### src/rtl/axi_pkg.sv
// Shared AXI definitions for the slave write path (and the future read path).
//   burst_t   : AXI burst encodings FIXED/INCR/WRAP/RSVD
//   RESP_*    : AXI response codes
//   state_t   : write-controller FSM states
//   wrap_len_ok : legal WRAP burst lengths (2, 4, 8 or 16 beats)
package axi_pkg;

  typedef enum logic [1:0] {
    BURST_FIXED = 2'b00,
    BURST_INCR  = 2'b01,
    BURST_WRAP  = 2'b10,
    BURST_RSVD  = 2'b11
  } burst_t;

  localparam logic [1:0] RESP_OKAY   = 2'b00;
  localparam logic [1:0] RESP_EXOKAY = 2'b01;
  localparam logic [1:0] RESP_SLVERR = 2'b10;
  localparam logic [1:0] RESP_DECERR = 2'b11;

  typedef enum logic [1:0] {
    ST_IDLE = 2'd0,
    ST_DATA = 2'd1,
    ST_RESP = 2'd2
  } state_t;

  function automatic logic wrap_len_ok(input logic [7:0] len);
    return (len == 8'd1) || (len == 8'd3) || (len == 8'd7) || (len == 8'd15);
  endfunction

endpackage

### src/rtl/axi_burst_addr_gen.sv
// Combinational AXI next-beat address generator.
//   addr      : byte address of the current beat
//   len       : burst length minus 1
//   size      : log2(bytes per beat)
//   burst     : FIXED / INCR / WRAP (RSVD holds the address)
//   next_addr : byte address of the following beat
module axi_burst_addr_gen
  import axi_pkg::*;
#(
  parameter int ADDR_WIDTH = 32
) (
  input  logic [ADDR_WIDTH-1:0] addr,
  input  logic [7:0]            len,
  input  logic [2:0]            size,
  input  burst_t                burst,
  output logic [ADDR_WIDTH-1:0] next_addr
);

  logic [ADDR_WIDTH-1:0] step;
  logic [ADDR_WIDTH-1:0] incr;
  logic [ADDR_WIDTH-1:0] wrap_mask;

  always_comb begin
    step      = ADDR_WIDTH'(1) << size;
    incr      = addr + step;
    // Wrap window is (len+1) beats of (1<<size) bytes; the low bits inside the
    // window advance, the high bits stay at the window base.
    wrap_mask = ((ADDR_WIDTH'(len) + ADDR_WIDTH'(1)) << size) - ADDR_WIDTH'(1);
    next_addr = addr;
    case (burst)
      BURST_FIXED: next_addr = addr;
      BURST_INCR:  next_addr = incr;
      BURST_WRAP:  next_addr = (addr & ~wrap_mask) | (incr & wrap_mask);
      default:     next_addr = addr;
    endcase
  end

endmodule

### src/rtl/axi_slave_wr_ctrl.sv
// AXI4 slave write-path controller: accepts one AW burst at a time, turns each
// W beat into a single-cycle memory write, and returns one B response.
//   aclk/aresetn             : clock, asynchronous active-low reset
//   aw* (id/addr/len/size/burst/valid/ready) : write address channel
//   w*  (data/strb/last/valid/ready)         : write data channel
//   b*  (id/resp/valid/ready)                : write response channel
//   mem_we/mem_addr/mem_wdata/mem_wstrb      : word-RAM write port
module axi_slave_wr_ctrl
  import axi_pkg::*;
#(
  parameter  int ID_WIDTH   = 4,
  parameter  int ADDR_WIDTH = 32,
  parameter  int DATA_WIDTH = 32,
  localparam int STRB_WIDTH = DATA_WIDTH / 8
) (
  input  logic                  aclk,
  input  logic                  aresetn,
  input  logic [ID_WIDTH-1:0]   awid,
  input  logic [ADDR_WIDTH-1:0] awaddr,
  input  logic [7:0]            awlen,
  input  logic [2:0]            awsize,
  input  logic [1:0]            awburst,
  input  logic                  awvalid,
  output logic                  awready,
  input  logic [DATA_WIDTH-1:0] wdata,
  input  logic [STRB_WIDTH-1:0] wstrb,
  input  logic                  wlast,
  input  logic                  wvalid,
  output logic                  wready,
  output logic [ID_WIDTH-1:0]   bid,
  output logic [1:0]            bresp,
  output logic                  bvalid,
  input  logic                  bready,
  output logic                  mem_we,
  output logic [ADDR_WIDTH-1:0] mem_addr,
  output logic [DATA_WIDTH-1:0] mem_wdata,
  output logic [STRB_WIDTH-1:0] mem_wstrb
);

  localparam logic [2:0] SIZE_MAX = 3'($clog2(STRB_WIDTH));

  state_t                state;
  logic [ID_WIDTH-1:0]   id_q;
  logic [ADDR_WIDTH-1:0] addr_q;
  logic [7:0]            len_q;
  logic [2:0]            size_q;
  burst_t                burst_q;
  logic [7:0]            beat_cnt;
  logic                  err_early_q;
  logic                  err_late_q;

  logic [ADDR_WIDTH-1:0] next_addr;
  logic                  aw_err;
  logic                  w_hs;
  logic                  last_beat;
  logic                  wlast_bad;

  axi_burst_addr_gen #(.ADDR_WIDTH(ADDR_WIDTH)) u_addr_gen (
    .addr      (addr_q),
    .len       (len_q),
    .size      (size_q),
    .burst     (burst_q),
    .next_addr (next_addr)
  );

  always_comb begin
    aw_err    = (awburst == BURST_RSVD) || (awsize > SIZE_MAX) ||
                ((awburst == BURST_WRAP) && !wrap_len_ok(awlen));
    w_hs      = (state == ST_DATA) && wvalid && wready;
    last_beat = (beat_cnt == len_q);
    // The beat counter, not wlast, ends the burst; disagreement is only flagged.
    wlast_bad = (wlast != last_beat);
  end

  // Erroneous bursts still consume their beats but never touch memory.
  assign mem_we    = w_hs && !err_early_q;
  assign mem_addr  = addr_q;
  assign mem_wdata = wdata;
  assign mem_wstrb = wstrb;

  always_ff @(posedge aclk or negedge aresetn) begin
    if (!aresetn) begin
      state       <= ST_IDLE;
      awready     <= 1'b0;
      wready      <= 1'b0;
      bvalid      <= 1'b0;
      bid         <= '0;
      bresp       <= RESP_OKAY;
      id_q        <= '0;
      addr_q      <= '0;
      len_q       <= '0;
      size_q      <= '0;
      burst_q     <= BURST_FIXED;
      beat_cnt    <= '0;
      err_early_q <= 1'b0;
      err_late_q  <= 1'b0;
    end else begin
      case (state)
        ST_IDLE: begin
          if (awvalid && awready) begin
            id_q        <= awid;
            addr_q      <= awaddr;
            len_q       <= awlen;
            size_q      <= awsize;
            burst_q     <= burst_t'(awburst);
            beat_cnt    <= '0;
            err_early_q <= aw_err;
            err_late_q  <= 1'b0;
            awready     <= 1'b0;
            wready      <= 1'b1;
            state       <= ST_DATA;
          end else begin
            awready <= 1'b1;
          end
        end
        ST_DATA: begin
          if (w_hs) begin
            beat_cnt <= beat_cnt + 8'd1;
            addr_q   <= next_addr;
            if (wlast_bad) err_late_q <= 1'b1;
            if (last_beat) begin
              wready <= 1'b0;
              bvalid <= 1'b1;
              bid    <= id_q;
              bresp  <= (err_early_q || err_late_q || wlast_bad) ? RESP_SLVERR
                                                                  : RESP_OKAY;
              state  <= ST_RESP;
            end
          end
        end
        ST_RESP: begin
          if (bvalid && bready) begin
            bvalid  <= 1'b0;
            awready <= 1'b1;
            state   <= ST_IDLE;
          end
        end
        default: state <= ST_IDLE;
      endcase
    end
  end

endmodule

### config.mk
export PLATFORM = sky130hd
export DESIGN_NAME = axi_slave_wr_ctrl
export DESIGN_NICKNAME = d
export VERILOG_FILES = /design/src/rtl/axi_pkg.sv /design/src/rtl/axi_burst_addr_gen.sv /design/src/rtl/axi_slave_wr_ctrl.sv
export SDC_FILE = /design/constraint.sdc
export NUM_CORES = 1
export LEC_CHECK = 0
export CAP_MARGIN = 20
export CORE_MARGIN = 2
export CORE_UTILIZATION = 35
export DETAILED_ROUTE_END_ITERATION = 8
export PLACE_DENSITY = 0.68
export SYNTH_ARGS = -nofsm -noshare
export SYNTH_HDL_FRONTEND = slang
export SYNTH_SLANG_ARGS = --single-unit
### constraint.sdc
create_clock -name aclk -period 5.6 [get_ports aclk]
set_clock_uncertainty 0.1 [all_clocks]
set_input_delay 0.84 -clock aclk [delete_from_list [all_inputs] [get_ports aclk]]
set_output_delay 0.84 -clock aclk [all_outputs]
set_load 0.01 [all_outputs]
# Yosys cells after proc, flatten, opt, wreduce, memory -nomap -nowiden
# Cells that the tools add are included.
# totals
ff_bits	70
in_bits	91
output_inout_bits	78
wordCells	99
# classes
addsub	4
magnitude_cmp	1
n_eq_ne	18
n_shift	2
n_mux	28
bitwise_logic	4
reduce_logical	28
# ops
operator	n
$pmux W32 S2	2
$and A32 B32 Y32	2
$mux W32	2
$add A32 B32 Y32	1
$not A32 Y32	1
$or A32 B32 Y32	1
$shl A1 B3 Y32 const A	1
$shl A32 B3 Y32	1
$sub A32 B1 Y32 const B	1
$reduce_and A4 Y1	5
$mux W8	2
$pmux W8 S2	1
$mux W1	11
$mux W2	5
$ne A2 B2 Y1 const B	5
$add A8 B1 Y9 const B	1
$add A8 B1 Y8 const B	1
$eq A2 B2 Y1 const B	4
$eq A8 B1 Y1 const B	1
$eq A8 B2 Y1 const B	1
$eq A8 B3 Y1 const B	1
$eq A8 B4 Y1 const B	1
$eq A8 B8 Y1	1
$pmux W1 S2	4
12 further kinds	29

# Depth between registers and ports, before layout
# Gate-level depths: netlist of run 1.
# logic_depth
depth_word	9
depth_mapped	16
depth_no_buf	14

# Cells and area by module
# Synthesis of run 1 repeated with hierarchy kept, for this count alone.
# hier_totals
hier_cells	833
area_unflattened_um2	6449.9
# by_module_without_submodules
mod	n_inst	cells_per_inst	area_each_um2	seq_area_each_um2
axi_slave_wr_ctrl	1	352	3457.1	1726.7
axi_burst_addr_gen	1	481	2992.9	0.0

# Least setup slack after synthesis of run 1
# OpenSTA, ideal clock, no wires.
# synth_timing
kind	register to register
startpoint	register len_q[0]
endpoint	register with a tool-made name
setup_time_ps	77
arrival_time_ps	3212
required_ps	5423
path_slack_ps	2210
path_stages_with_launch	14
path_buffers	0
period_less_slack_ps	3390
path_cell_list	dfrtp_1 > ha_1 > and3_1 > xnor2_1 > a2111oi_0 > a2111o_1 > a211o_1 > or3_1 > nor2_1 > ha_1 > a211o_1 > a21oi_1 > nor2_1 > a21oi_1
# synth_rtl
element	line_no	source
start, declared	axi_slave_wr_ctrl.sv:45	logic [7:0] len_q;
start signal, assigned	axi_slave_wr_ctrl.sv:103	len_q <= awlen;

==> run metrics, run 1 <==
top_reg_cell synth dfrtp_1; Tot GR Track Use 0.190; Setup Slack @ Placement 1.48 ns; Fmax achieved 237 MHz; Final setup viols 0; Post-Synth XOR/XNOR Area 0.0537; reg-to-reg slack, setup between 1 and 1.5 ns; Syn Inst Count between 600 and 700; pin count of the biggest net entering global routing 70; status completed; initial antenna violation count 0; routed wire length 15600 um; Post-Syn Area 5550 um^2; synthesized area per cell between 8 and 9 um^2; WP data arrival 4.40 ns; Int Pwr 0.986 mW; Sequential Power Share 0.408; io pins 169; post-route ant nets 0; Routed WL per cell 16.5 um; GPL Wtd Cong about 0.9; synthesized flop and latch total a little under 70; worst r2r src size_q[0]$_DFFE_PN0P_; Core Area 15700 um^2; first-pass GRT wire length 25500 um; Final Hold Vio Count 0; highest-count cells in the layout ignoring fill and taps nand2_1, clkdlybuf4s50_1, dfrtp_1, nor2_1; CP Max Fanout 21; Detail Placement HPWL 11100 um; vias in the first global route 4929; Syn Nets 791; DIE HEIGHT 130 um; Post-synth EDFFs 0; Final Core Density 0.424; final net count 826; mux cell area share after synthesis 0.0219; vias per inst 5.59; final global-route overflow total 0; post-synthesis compound-gate area fraction 0.262; # rows 46; Psw just under 0.4 mW; Top Layer Used met4; CP required 5.79 ns; DIE WIDTH 130 um; Worst-Margin Slew 1.01 ns; max-cap violations 0; n_diodes 0; Metal-1 WL 7230 um; fin crit share 0.752; fin. max-slew vios 0; sw frac 0.287; largest family of logic cells by synthesized area compound AO/OA/AOI/OAI gates; DRT Pass-1 Iters 5; hold path cells 2; final setup TNS 0 ns; clk sink count 69; WL met2 6960 um; Slew HR 0.324; Pleak 2.71 nW; post-CTS setup repair buffer count 0; worst reg2reg path depth 15; Adder-Cell Fraction of Synth Area 0.0307; post-route minimum period 4.21 ns; TritonCTS clock tree done; CP endpoint kind register; layout cells sized above 1 0.0839; worst setup margin 1.39 ns; peak supply drop 0.144 mV; Clk Latency, worst-skew pair 0.35 ns; crit start category register; critical path class register to register; Yosys warnings 0; HP Class register to register; RSZ-0062 raised after global routing false; Clock power frac 0.425; Simple-Gate Fraction of Synth Area 0.224; commonest non-fill, non-tap cell in the layout nand2_1; post-CTS resize count 0; WL met3 ~1000 um; vias 5271; area growth from synthesis to final layout 20.2%; Netlist cell types 78; Hold Path Sink id_q[3]$_DFFE_PN0P_; H-tree depth 3; Initial Util 0.353; die area 16900 um^2; Residual DRC 0; Buffers on Ports 95; hold buffers post-CTS 0; Clock Pin Slew Worst Setup and Hold Paths approximately 0.060 ns; clock buffer depth 2; CTS root buf clkbuf_16; 1st-iter DRT viols 514; combinational share of power 0.166; Pwr per Cell Area 207 nW/um^2; sequential share of the synthesized area 0.311; Async S/R FF share, synth 1.00; TritonCTS buffer count 9; Worst Hold Launch id_q[3]$_DFFE_PN0P_
==> Yosys cell counts, drive strengths merged, types with 5 or more instances <==
cell type    n  area share
a211oi       7      0.0095
a21o         5      0.0068
a21oi       37       0.033
a22o         9       0.014
a31oi       23       0.026
and2         8      0.0090
and3         7      0.0079
buf         50       0.064
clkbuf      28       0.019
dfrtp       69        0.31
ha          12       0.027
inv         17       0.011
mux2         7       0.014
nand2      102       0.069
nand2b       7      0.0079
nand3       21       0.020
nand4       11       0.015
nor2        51       0.034
nor2b        6      0.0068
nor3        15       0.014
nor4         5      0.0083
o211ai       9       0.012
o21a         5      0.0068
o21ai       39       0.036
o22ai        9       0.010
o311ai       5      0.0079
o32ai        5      0.0079
o41ai        6       0.015
or2         10       0.011
xnor2       16       0.025
xor2        18       0.028
==> worst max path at each step <==
stage	from	end	slack, ns	cells after the start
3_3_place_gp	size_q[0]$_DFFE_PN0P_	register	1.52	15
2_1_floorplan	len_q[0]$_DFFE_PN0P_	register	2.21	13
5_1_grt	size_q[0]$_DFFE_PN0P_	register	1.04	15
3_5_place_dp	len_q[0]$_DFFE_PN0P_	register	1.48	10
6_report	size_q[0]$_DFFE_PN0P_	register	1.39	15
4_1_cts	len_q[0]$_DFFE_PN0P_	register	1.44	10
==> logic make-up (layout without fill, tap and decap cells) <==
logic type / after synthesis / after routing
compound gates: 206 / 206
xor+xnor: 34 / 34
fa+ha+maj: 13 / 13
buf+inv: 96 / 136
flops: 69 / 69
mux: 10 / 10
other cells: 1 / 1
simple gates: 258 / 258
==> per-stage QoR <==
| stage | hold WS [ns] | instance area (um^2) | power, mW | instances |
|---|---|---|---|---|
| after floorplan | 0.340 | 5550 | 0.729 | 687 |
| after global placement | 0.355 | 6370 | 0.799 | 927 |
| after detailed placement | 0.367 | 6370 | 0.802 | 927 |
| after CTS | 0.382 | 6670 | 1.40 | 943 |
| after global routing | 0.421 | 6670 | 1.45 | 943 |
| final | 0.373 | 6670 | 1.38 | 943 |
==> worst max-delay path: stages (launching register included) <==
cell and delay [ns]:
dfrtp_1 0.62, or2_0 0.46, nor2_1 0.19, ha_1 0.18, inv_1 0.05, fa_1 0.38
nor2b_1 0.16, o21ai_0 0.13, a21boi_0 0.34, o211ai_1 0.12, a21boi_0 0.24, o21ai_0 0.12
buf_4 0.21, or4_1 0.42, o41ai_2 0.21, a22o_1 0.19
==> area by class of cell <==
| class | instances | area, um^2 |
|---|---|---|
| clock inverter | 7 | 73.8 |
| multi-input combinational | 522 | 3310 |
| fill | 1599 | 9040 |
| timing repair buffer | 102 | 998 |
| inverter | 18 | 67.6 |
| tap | 216 | 270 |
| sequential | 69 | 1730 |
| clock buffer | 9 | 225 |
==> power by group through the flow <==
| stage | combinational, mW | sequential (mW) | clock (mW) |
|---|---|---|---|
| floorplan | 0.165 | 0.564 | 0 |
| global placement | 0.225 | 0.574 | 0 |
| detailed placement | 0.228 | 0.574 | 0 |
| global route | 0.257 | 0.571 | 0.623 |
| finish | 0.230 | 0.565 | 0.588 |
| CTS | 0.230 | 0.565 | 0.600 |
==> per-layer routing <==
metal,vias to the layer above,track usage
met5,-,0
met3,31,0.0381
met2,202,0.290
met4,0,0.0670
met1,2494,0.266
li1,2544,-
(Power assumes the default switching activity.)
==> run 2: changes to the inputs <==
Clock period 5.6 ns to 4 ns, I/O delays scaled along.
==> run metrics, run 2 (synthesis results as in run 1) <==
initial antenna violation count 0; grt peak-use layer met2; Core Area between 15000 and 20000 um^2; worst r2r src len_q[0]$_DFFE_PN0P_; commonest non-fill, non-tap cell in the layout nand2_1; Buffers on Ports 95; CP endpoint kind register; Clk Latency, worst-skew pair roughly 0.35 ns; # rows 46; Final Non-Filler Cells approximately 960; Routed WL per cell 16.2 um; H-tree depth 3; TritonCTS buffer count 9; highest-count cells in the layout ignoring fill and taps nand2_1, clkdlybuf4s50_1, dfrtp_1, nor2_1; Tot GR Track Use 0.185; post-route ant nets 0; die area approximately 17000 um^2; worst reg2reg path depth 10; 1st-iter DRT viols 431; n_diodes 0; Clock Pin Slew Worst Setup and Hold Paths around 0.060 ns; peak supply drop approximately 0.19 mV; Slew HR 0.296; HP Class primary input to asynchronous set/reset pin; first-pass GRT wire length 25100 um; Initial Util 0.353; vias 5262; vias in the first global route 4920; GPL Wtd Cong 0.892; start point of the critical path len_q[0]$_DFFE_PN0P_; Final Core Density 0.433; Final Hold Vio Count 0; DIE WIDTH approximately 130 um; clk sink count between 60 and 70; DRT Pass-1 Iters 5; Pwr Total 2.00 mW; final global-route overflow total 0; Pwr per Cell Area 294 nW/um^2; CTS root buf clkbuf_16; CP required 4.19 ns; max-cap violations 0; DIE HEIGHT around 130 um; met3 Usage GRT 0.0349; met1 usage in global routing 0.271; fin crit share 0.930; Fmax achieved 269 MHz; fin. max-slew vios 0; reg-to-reg slack, setup 0.28 ns; placed cell area 6470 um^2; crit start category register; critical path class register to register; post-route minimum period 3.72 ns; final instance area 6800 um^2; pin count of the biggest net entering global routing between 40 and 50; Final setup viols 0; final net count about 840; TritonCTS clock tree done; routed wire length 15500 um; CP Max Fanout 13; layout cells sized above 1 0.101; vias per inst 5.50; io pins 169; clock buffer depth 2; RSZ-0062 raised after global routing false; status completed; Residual DRC 0; Worst-Margin Slew ~1.1 ns; worst setup margin 0.279 ns; Detail Placement HPWL 11400 um; hold slack final 0.134 ns; Post-Place Cells 940; WP data arrival 3.91 ns; Setup Slack @ Placement 0.227 ns; post-CTS setup repair buffer count 0; final setup TNS 0 ns; met2 Resource Use GR 0.284; area growth from synthesis to final layout 22.5%; Pleak 2.79 nW
## run 2: changes by cell type in the layout (fill, tap and decap cells not counted)
| cell | delta |
|---|---|
| o41ai_1 | -1 |
| buf_4 | +13 |
| o41ai_2 | +1 |
| bufinv_16 | +1 |
| clkinv_2 | -1 |
## run 2: cell type report
| type | count | area [um^2] |
|---|---|---|
| Tap cell | 216 | 270 |
| Inverter | 18 | 67.6 |
| Fill cell | 1597 | 8910 |
| Multi-Input combinational cell | 522 | 3310 |
| Clock buffer | 9 | 225 |
| Timing Repair Buffer | 115 | 1100 |
| Sequential cell | 69 | 1730 |
| Clock inverter | 7 | 98.8 |
## run 2: routing by layer
metal | vias up | routed length (um)
met4 | 0 | 113
li1 | 2573 | -
met5 | - | 0
met1 | 2497 | 7540
met3 | 11 | 909
met2 | 181 | 6900
## run 2: report_power, final
part | switching (mW) | internal, mW
clock | 0.327 | 0.549
sequential | 0.0532 | 0.736
combinational | 0.166 | 0.165
## run 2: worst min path at each step
stage	end	from	depth (start not counted)	slack, ns
2_1_floorplan	asynchronous set/reset pin	aresetn	0	0.20
3_3_place_gp	id_q[1]$_DFFE_PN0P_	id_q[1]$_DFFE_PN0P_	2	0.35
3_5_place_dp	id_q[1]$_DFFE_PN0P_	id_q[1]$_DFFE_PN0P_	2	0.36
4_1_cts	id_q[1]$_DFFE_PN0P_	aresetn	1	0.13
5_1_grt	id_q[1]$_DFFE_PN0P_	aresetn	1	0.17
6_report	id_q[1]$_DFFE_PN0P_	aresetn	1	0.13
## run 2: critical path, cell delays in order (launching register included)
cell and delay [ns]:
dfrtp_1 0.37, ha_1 0.29, and3_1 0.25, xnor2_1 0.28, a2111oi_0 0.17, a2111o_1 0.47
a211o_1 0.33, nor4_4 0.29, a41oi_2 0.42, o311ai_0 0.49, a22o_1 0.20
## run 2: timing repair
| item | 4_1_cts | 5_1_grt |
|---|---|---|
| setup endpoints to repair | 0 | 9 |
| hold buffers | 0 | 0 |
| gates resized for setup | 0 | 1 |
| hold endpoints to repair | 0 | 0 |
==> RTL change 1 (config.mk and constraints of run 2) <==
Change the parameter `ID_WIDTH` from 4 to 3.
--- a/src/rtl/axi_slave_wr_ctrl.sv
+++ b/src/rtl/axi_slave_wr_ctrl.sv
@@ -9,5 +9,5 @@
   import axi_pkg::*;
 #(
-  parameter  int ID_WIDTH   = 4,
+  parameter  int ID_WIDTH   = 3,
   parameter  int ADDR_WIDTH = 32,
   parameter  int DATA_WIDTH = 32,
Ports: changed (resized awid and bid); port bits go from 169 to 167. The function was not compared with the original's and may differ.
==> RTL change 1 against run 2 <==
  * Routed wire length grew 3.6%
  * Final area down 1.0%
  * First-iteration DRC count shrank 19%
  * Sequential share of layout area fell by 0.46 points
  * Worst setup slack better by 0.047 ns
  * Sequential cell count down 2
  * Area after synthesis is essentially flat
  * Critical path type unchanged
  * Utilization decreased by 0.45 points
  * Largest cell class unchanged
  * Global-route usage grew 1.4 points
Power is not compared: it rests on default switching activity, and its combinational part moved more than twofold at a synthesized area within 25%.
==> RTL change 1: results (changes against run 2) <==
metric	value	unit	change
top post-synthesis cells by count	108 x nand2_1, 78 x nor2_1, 67 x dfrtp_1		
Worst Reg-to-Reg Cells	12		+2
Ys Warns	0		unchanged
status	finished, final reports clean		
leakage power	2.72	nW	
diode count	0		unchanged
crit-path max FO	35		+22
via count	5430		+3.2%
initial antenna violation count	0		unchanged
global-route wire length before repair	26.5	mm	+5.3%
Synth area leaders	dfrtp_1 30%, nand2_1 7.3%, a21oi_1 5.6%		
post-DR wirelength/cell	16.3	µm	+0.49%
RePlAce Congestion	0.882		-1.2%
worst slack, placed	0.312	ns	+0.0856 ns
Reg-to-Reg Start	size_q[0]		
Clock Latency Late Sink	0.35	ns	about the same
clk buf depth	2		unchanged
final net count	868		+3.5%
Placed Area	0.00641	mm²	-0.87%
Num CTS Buffers	9		unchanged
vias in the first global route	5172		+5.1%
Synthesized Nets	824		+4.2%
Worst EP arrival	3.87	ns	-0.04 ns
port bufs	93		-2.1%
Root Driver	clkbuf_16		
gr usage total	19.9	%	+1.4 points
register-to-register setup slack	0.33	ns	+0.05 ns
clock transition at the registers of the reported paths	0.07	ns	
worst slew pin tran	0.774	ns	-0.283 ns
Iteration-0 DRC Markers	349		-19%
Yosys cell types	83		+6.4%
Detailed Routing Iterations Pass 1	6		+1
sequential fraction of the synthesis area	30.2	%	-0.89 points
post-CTS setup buffer count	0		unchanged
largest net degree at the start of global routing	41		-16%
FFs w/ async S/R, synth	100	%	unchanged
DP Wirelength	11.7	mm	+2.5%
VDD IR max	0.000339	V	
H-tree Lvls	3		unchanged
share of cells above drive strength 1	8.18	%	-2.0 points
Psw	2.73	mW	
HP Class	in -> async		
-- RTL change 1: power groups by stage --
stage	logic, mW	registers, mW	clock network, mW
3_3_place_gp	3.44	1.38	0
5_1_grt	3.91	1.43	0.849
2_1_floorplan	2.44	1.30	0
6_report	3.50	1.38	0.810
4_1_cts	3.49	1.37	0.819
3_5_place_dp	3.47	1.38	0
-- RTL change 1: stage by stage --
stage          total power [mW]  hold slack (ns)  instances  util [%]
6_report                   5.68           0.0652        986      42.8
5_1_grt                    6.20           0.0924        986      42.8
4_1_cts                    5.67            0.351        985      42.7
3_5_place_dp               4.84            0.360        969      40.8
3_3_place_gp               4.82            0.357        969      40.8
2_1_floorplan              3.75            0.204        721         -
-- RTL change 1: worst max-delay path, stage by stage, from the launching register on --
cell	delay [ns]
dfrtp_1	0.34
buf_4	0.30
nand2b_1	0.20
nand2b_1	0.23
fa_1	0.43
nor2b_1	0.19
o31a_1	0.19
o31a_1	0.15
o21a_1	0.18
o21ai_0	0.16
or3_1	0.39
nor4_1	0.53
a221o_1	0.24
-- RTL change 1: cell families (layout without fill, tap and decap cells) --
group / count (synthesis) / in the layout / synth area share, %
compound gates: 218 / 218 / 26.2
simple gates: 292 / 292 / 24.7
mux: 7 / 7 / 1.38
xor+xnor: 30 / 30 / 4.74
other cells: 1 / 1 / 0.0676
fa+ha+maj: 13 / 13 / 3.07
buf+inv: 93 / 142 / 9.59
flops: 67 / 67 / 30.2
-- RTL change 1: worst max-delay path by stage --
stage	from	end	slack, ns	cells after the start
global route	len_q[1]	flop	0.01	15
detailed placement	len_q[1]	flop	0.31	15
CTS	len_q[1]	flop	0.30	15
floorplan	size_q[0]	flop	0.51	16
finish	size_q[0]	flop	0.33	12
global placement	len_q[1]	flop	0.36	15
-- RTL change 1: repair_timing --
action / in CTS / in global routing
setup endpoints to repair: 0 / 10
endpoints found under the hold margin: 0 / 0
resized for setup: 0 / 2
-- RTL change 1: cell type report --
| type | instances | area (µm²) |
|---|---|---|
| flip-flops and latches | 67 | 1680 |
| repair buffers | 113 | 1090 |
| clock buffers | 11 | 253 |
| fillers | 1599 | 8980 |
| inverters | 13 | 48.8 |
| clock inverters | 5 | 40.0 |
| multi-input cells | 561 | 3350 |
| well taps | 216 | 270 |
-- RTL change 1: per-layer routing --
metal / part of all wire, % / track usage [%]
met1: 47 / 27.2
met2: 46 / 31.1
met5: 0 / 0
met3: 5.2 / 3.90
met4: 2.3 / 7.59
==> RTL change 2 (flow settings as in run 2) <==
Without the edit above. Encoding of `state_t`: now one-hot (3 bits for 3 states).
--- a/src/rtl/axi_pkg.sv
+++ b/src/rtl/axi_pkg.sv
@@ -18,8 +18,8 @@
   localparam logic [1:0] RESP_DECERR = 2'b11;
 
-  typedef enum logic [1:0] {
-    ST_IDLE = 2'd0,
-    ST_DATA = 2'd1,
-    ST_RESP = 2'd2
+  typedef enum logic [2:0] {
+    ST_IDLE = 3'b001,
+    ST_DATA = 3'b010,
+    ST_RESP = 3'b100
   } state_t;
 
Check against the original RTL: same outputs for any inputs over 4 cycles, from zero or initial values and one cycle with aresetn low; so few cycles prove little.
==> RTL change 2 against run 2 <==
  * Sequential cell count is 1 higher
  * Die area is 0.75% lower
  * Routed wire length is 3.0% higher
  * Critical path depth is 1 higher
  * Final area is 0.48% higher
  * Synthesized cell count is 2.8% higher
  * Non-clock buffer count is 6 higher
  * Final cell count is 2.6% higher
  * Worst setup slack better by 0.030 ns
  * Area after synthesis is 0.77% lower
  * Critical path type unchanged
  * Highest routed layer unchanged
Power is not compared: it rests on default switching activity, and its combinational part moved more than twofold at a synthesized area within 25%.
==> RTL change 2: results (changes against run 2) <==
metric	value	unit	change
Placed Area	0.00648	mm²	+0.15%
register-to-register setup slack	0.31	ns	+0.03 ns
Max Cap Viol	0		unchanged
gr usage total	19.3	%	+0.74 points
RePlAce Congestion	0.898		+0.67%
Ys Warns	0		unchanged
clk buf depth	2		unchanged
VDD IR max	0.000256	V	
HP Class	in -> async		
Detailed Routing Iterations Pass 1	5		unchanged
vias in the first global route	5126		+4.2%
largest net degree at the start of global routing	71		+45%
prevailing post-synth register cell	dfrtp_1		
worst slack, placed	0.191	ns	-0.0356 ns
FFs w/ async S/R, synth	100	%	unchanged
H-tree Lvls	3		unchanged
via count	5321		+1.1%
Compound-Gate Fraction of Synth Area	24.0	%	-2.2 points
Post-Synth Adder-Cell Area	3.09	%	+0.024 points
DP Wirelength	11.6	mm	+1.9%
final net count	869		+3.6%
Root Driver	clkbuf_16		
Num CTS Buffers	9		unchanged
top post-synthesis cells by count	110 x nand2_1, 69 x dfrtp_1, 59 x nor2_1		
crit-path max FO	13		unchanged
port bufs	95		unchanged
sequential fraction of the synthesis area	31.8	%	+0.72 points
mux contribution to synthesized area	1.20	%	-0.98 points
leakage power	2.81	nW	
Yosys cell types	79		+1.3%
diode count	0		unchanged
post-CTS setup buffer count	0		unchanged
XOR/XNOR Fraction of Synth Area	5.68	%	+0.31 points
Worst Reg-to-Reg Cells	11		+1
Reg-to-Reg Start	len_q[0]		
Filler Cells Inserted	1567		-1.9%
share of cells above drive strength 1	8.83	%	-1.3 points
initial antenna violation count	0		unchanged
Iteration-0 DRC Markers	298		-31%
Synth area leaders	dfrtp_1 31%, nand2_1 7.5%, buf_4 5.5%		
switch share	46.3	%	
status	finished, final reports clean		
Synthesized Nets	810		+2.4%
Worst EP arrival	3.83	ns	-0.08 ns
global-route wire length before repair	25.8	mm	+2.6%
Clock Latency Late Sink	0.35	ns	about the same
Relative slew margins	38.1	%	+8.5 points
post-DR wirelength/cell	16.2	µm	+0.37%
# DRC	0		unchanged
clock transition at the registers of the reported paths	0.06	ns	about the same
==> RTL change 2: area by class of cell <==
type                    count  area (µm²)  area share (%)
clock buffers               9         225            3.30
clock inverters             7        80.1            1.17
inverters                  22        82.6            1.21
multi-input cells         541        3290            48.1
flip-flops and latches     70        1750            25.7
well taps                 211         264            3.86
repair buffers            121        1140            16.7
==> RTL change 2: power by group through the flow <==
stage,logic (mW),registers [mW],clock network [mW]
floorplan,2.10,1.32,0
global placement,3.09,1.36,0
detailed placement,3.11,1.37,0
CTS,3.13,1.35,0.858
global route,3.51,1.42,0.886
finish,3.18,1.36,0.843
==> RTL change 2: critical path, stage by stage (launching register included) <==
cell      delay [ns]
dfrtp_1         0.39
buf_4           0.21
and4_1          0.44
o311ai_1        0.22
a221oi_2        0.34
a41o_1          0.24
nand3b_1        0.19
or4_4           0.52
nor3_2          0.24
o21a_1          0.30
o21ai_0         0.14
a22o_1          0.24
==> RTL change 2: cells by family after synthesis <==
family	Yosys count
XOR/XNOR	34
AND/OR/NAND/NOR	282
other	1
multiplexers	6
buffers and inverters	95
AO/OA/AOI/OAI	205
flip-flops	70
adder cells (fa/ha/maj)	13
==> RTL change 2: metrics by stage <==
stage          hold WS (ns)  power (mW)  cells
2_1_floorplan         0.204        3.41    706
3_3_place_gp          0.356        4.45    965
3_5_place_dp          0.365        4.47    965
4_1_cts               0.381        5.34    981
5_1_grt               0.400        5.82    981
6_report              0.338        5.39    981
==> RTL change 2: timing repair <==
| action | CTS | global route |
|---|---|---|
| hold buffers | 0 | 0 |
| endpoints found under the setup margin | 0 | 17 |
| gates resized for setup | 0 | 9 |
==> RTL change 2: per-layer routing <==
metal / GRT usage (%) / vias to the layer above / part of all wire, %
met3: 4.42 / 23 / 6.3
met5: 0 / - / 0
met1: 27.3 / 2509 / 48
li1: - / 2619 / -
met4: 5.44 / 0 / 1.6
met2: 29.5 / 170 / 44
==> RTL change 2: worst max path at each step <==
stage	slack [ns]	start	endpoint
after floorplan	0.13	size_q[1]	flop
after global placement	0.23	len_q[1]	flop
after detailed placement	0.19	len_q[1]	flop
after CTS	0.18	len_q[1]	flop
after global routing	0.009	len_q[0]	flop
final	0.31	len_q[0]	flop
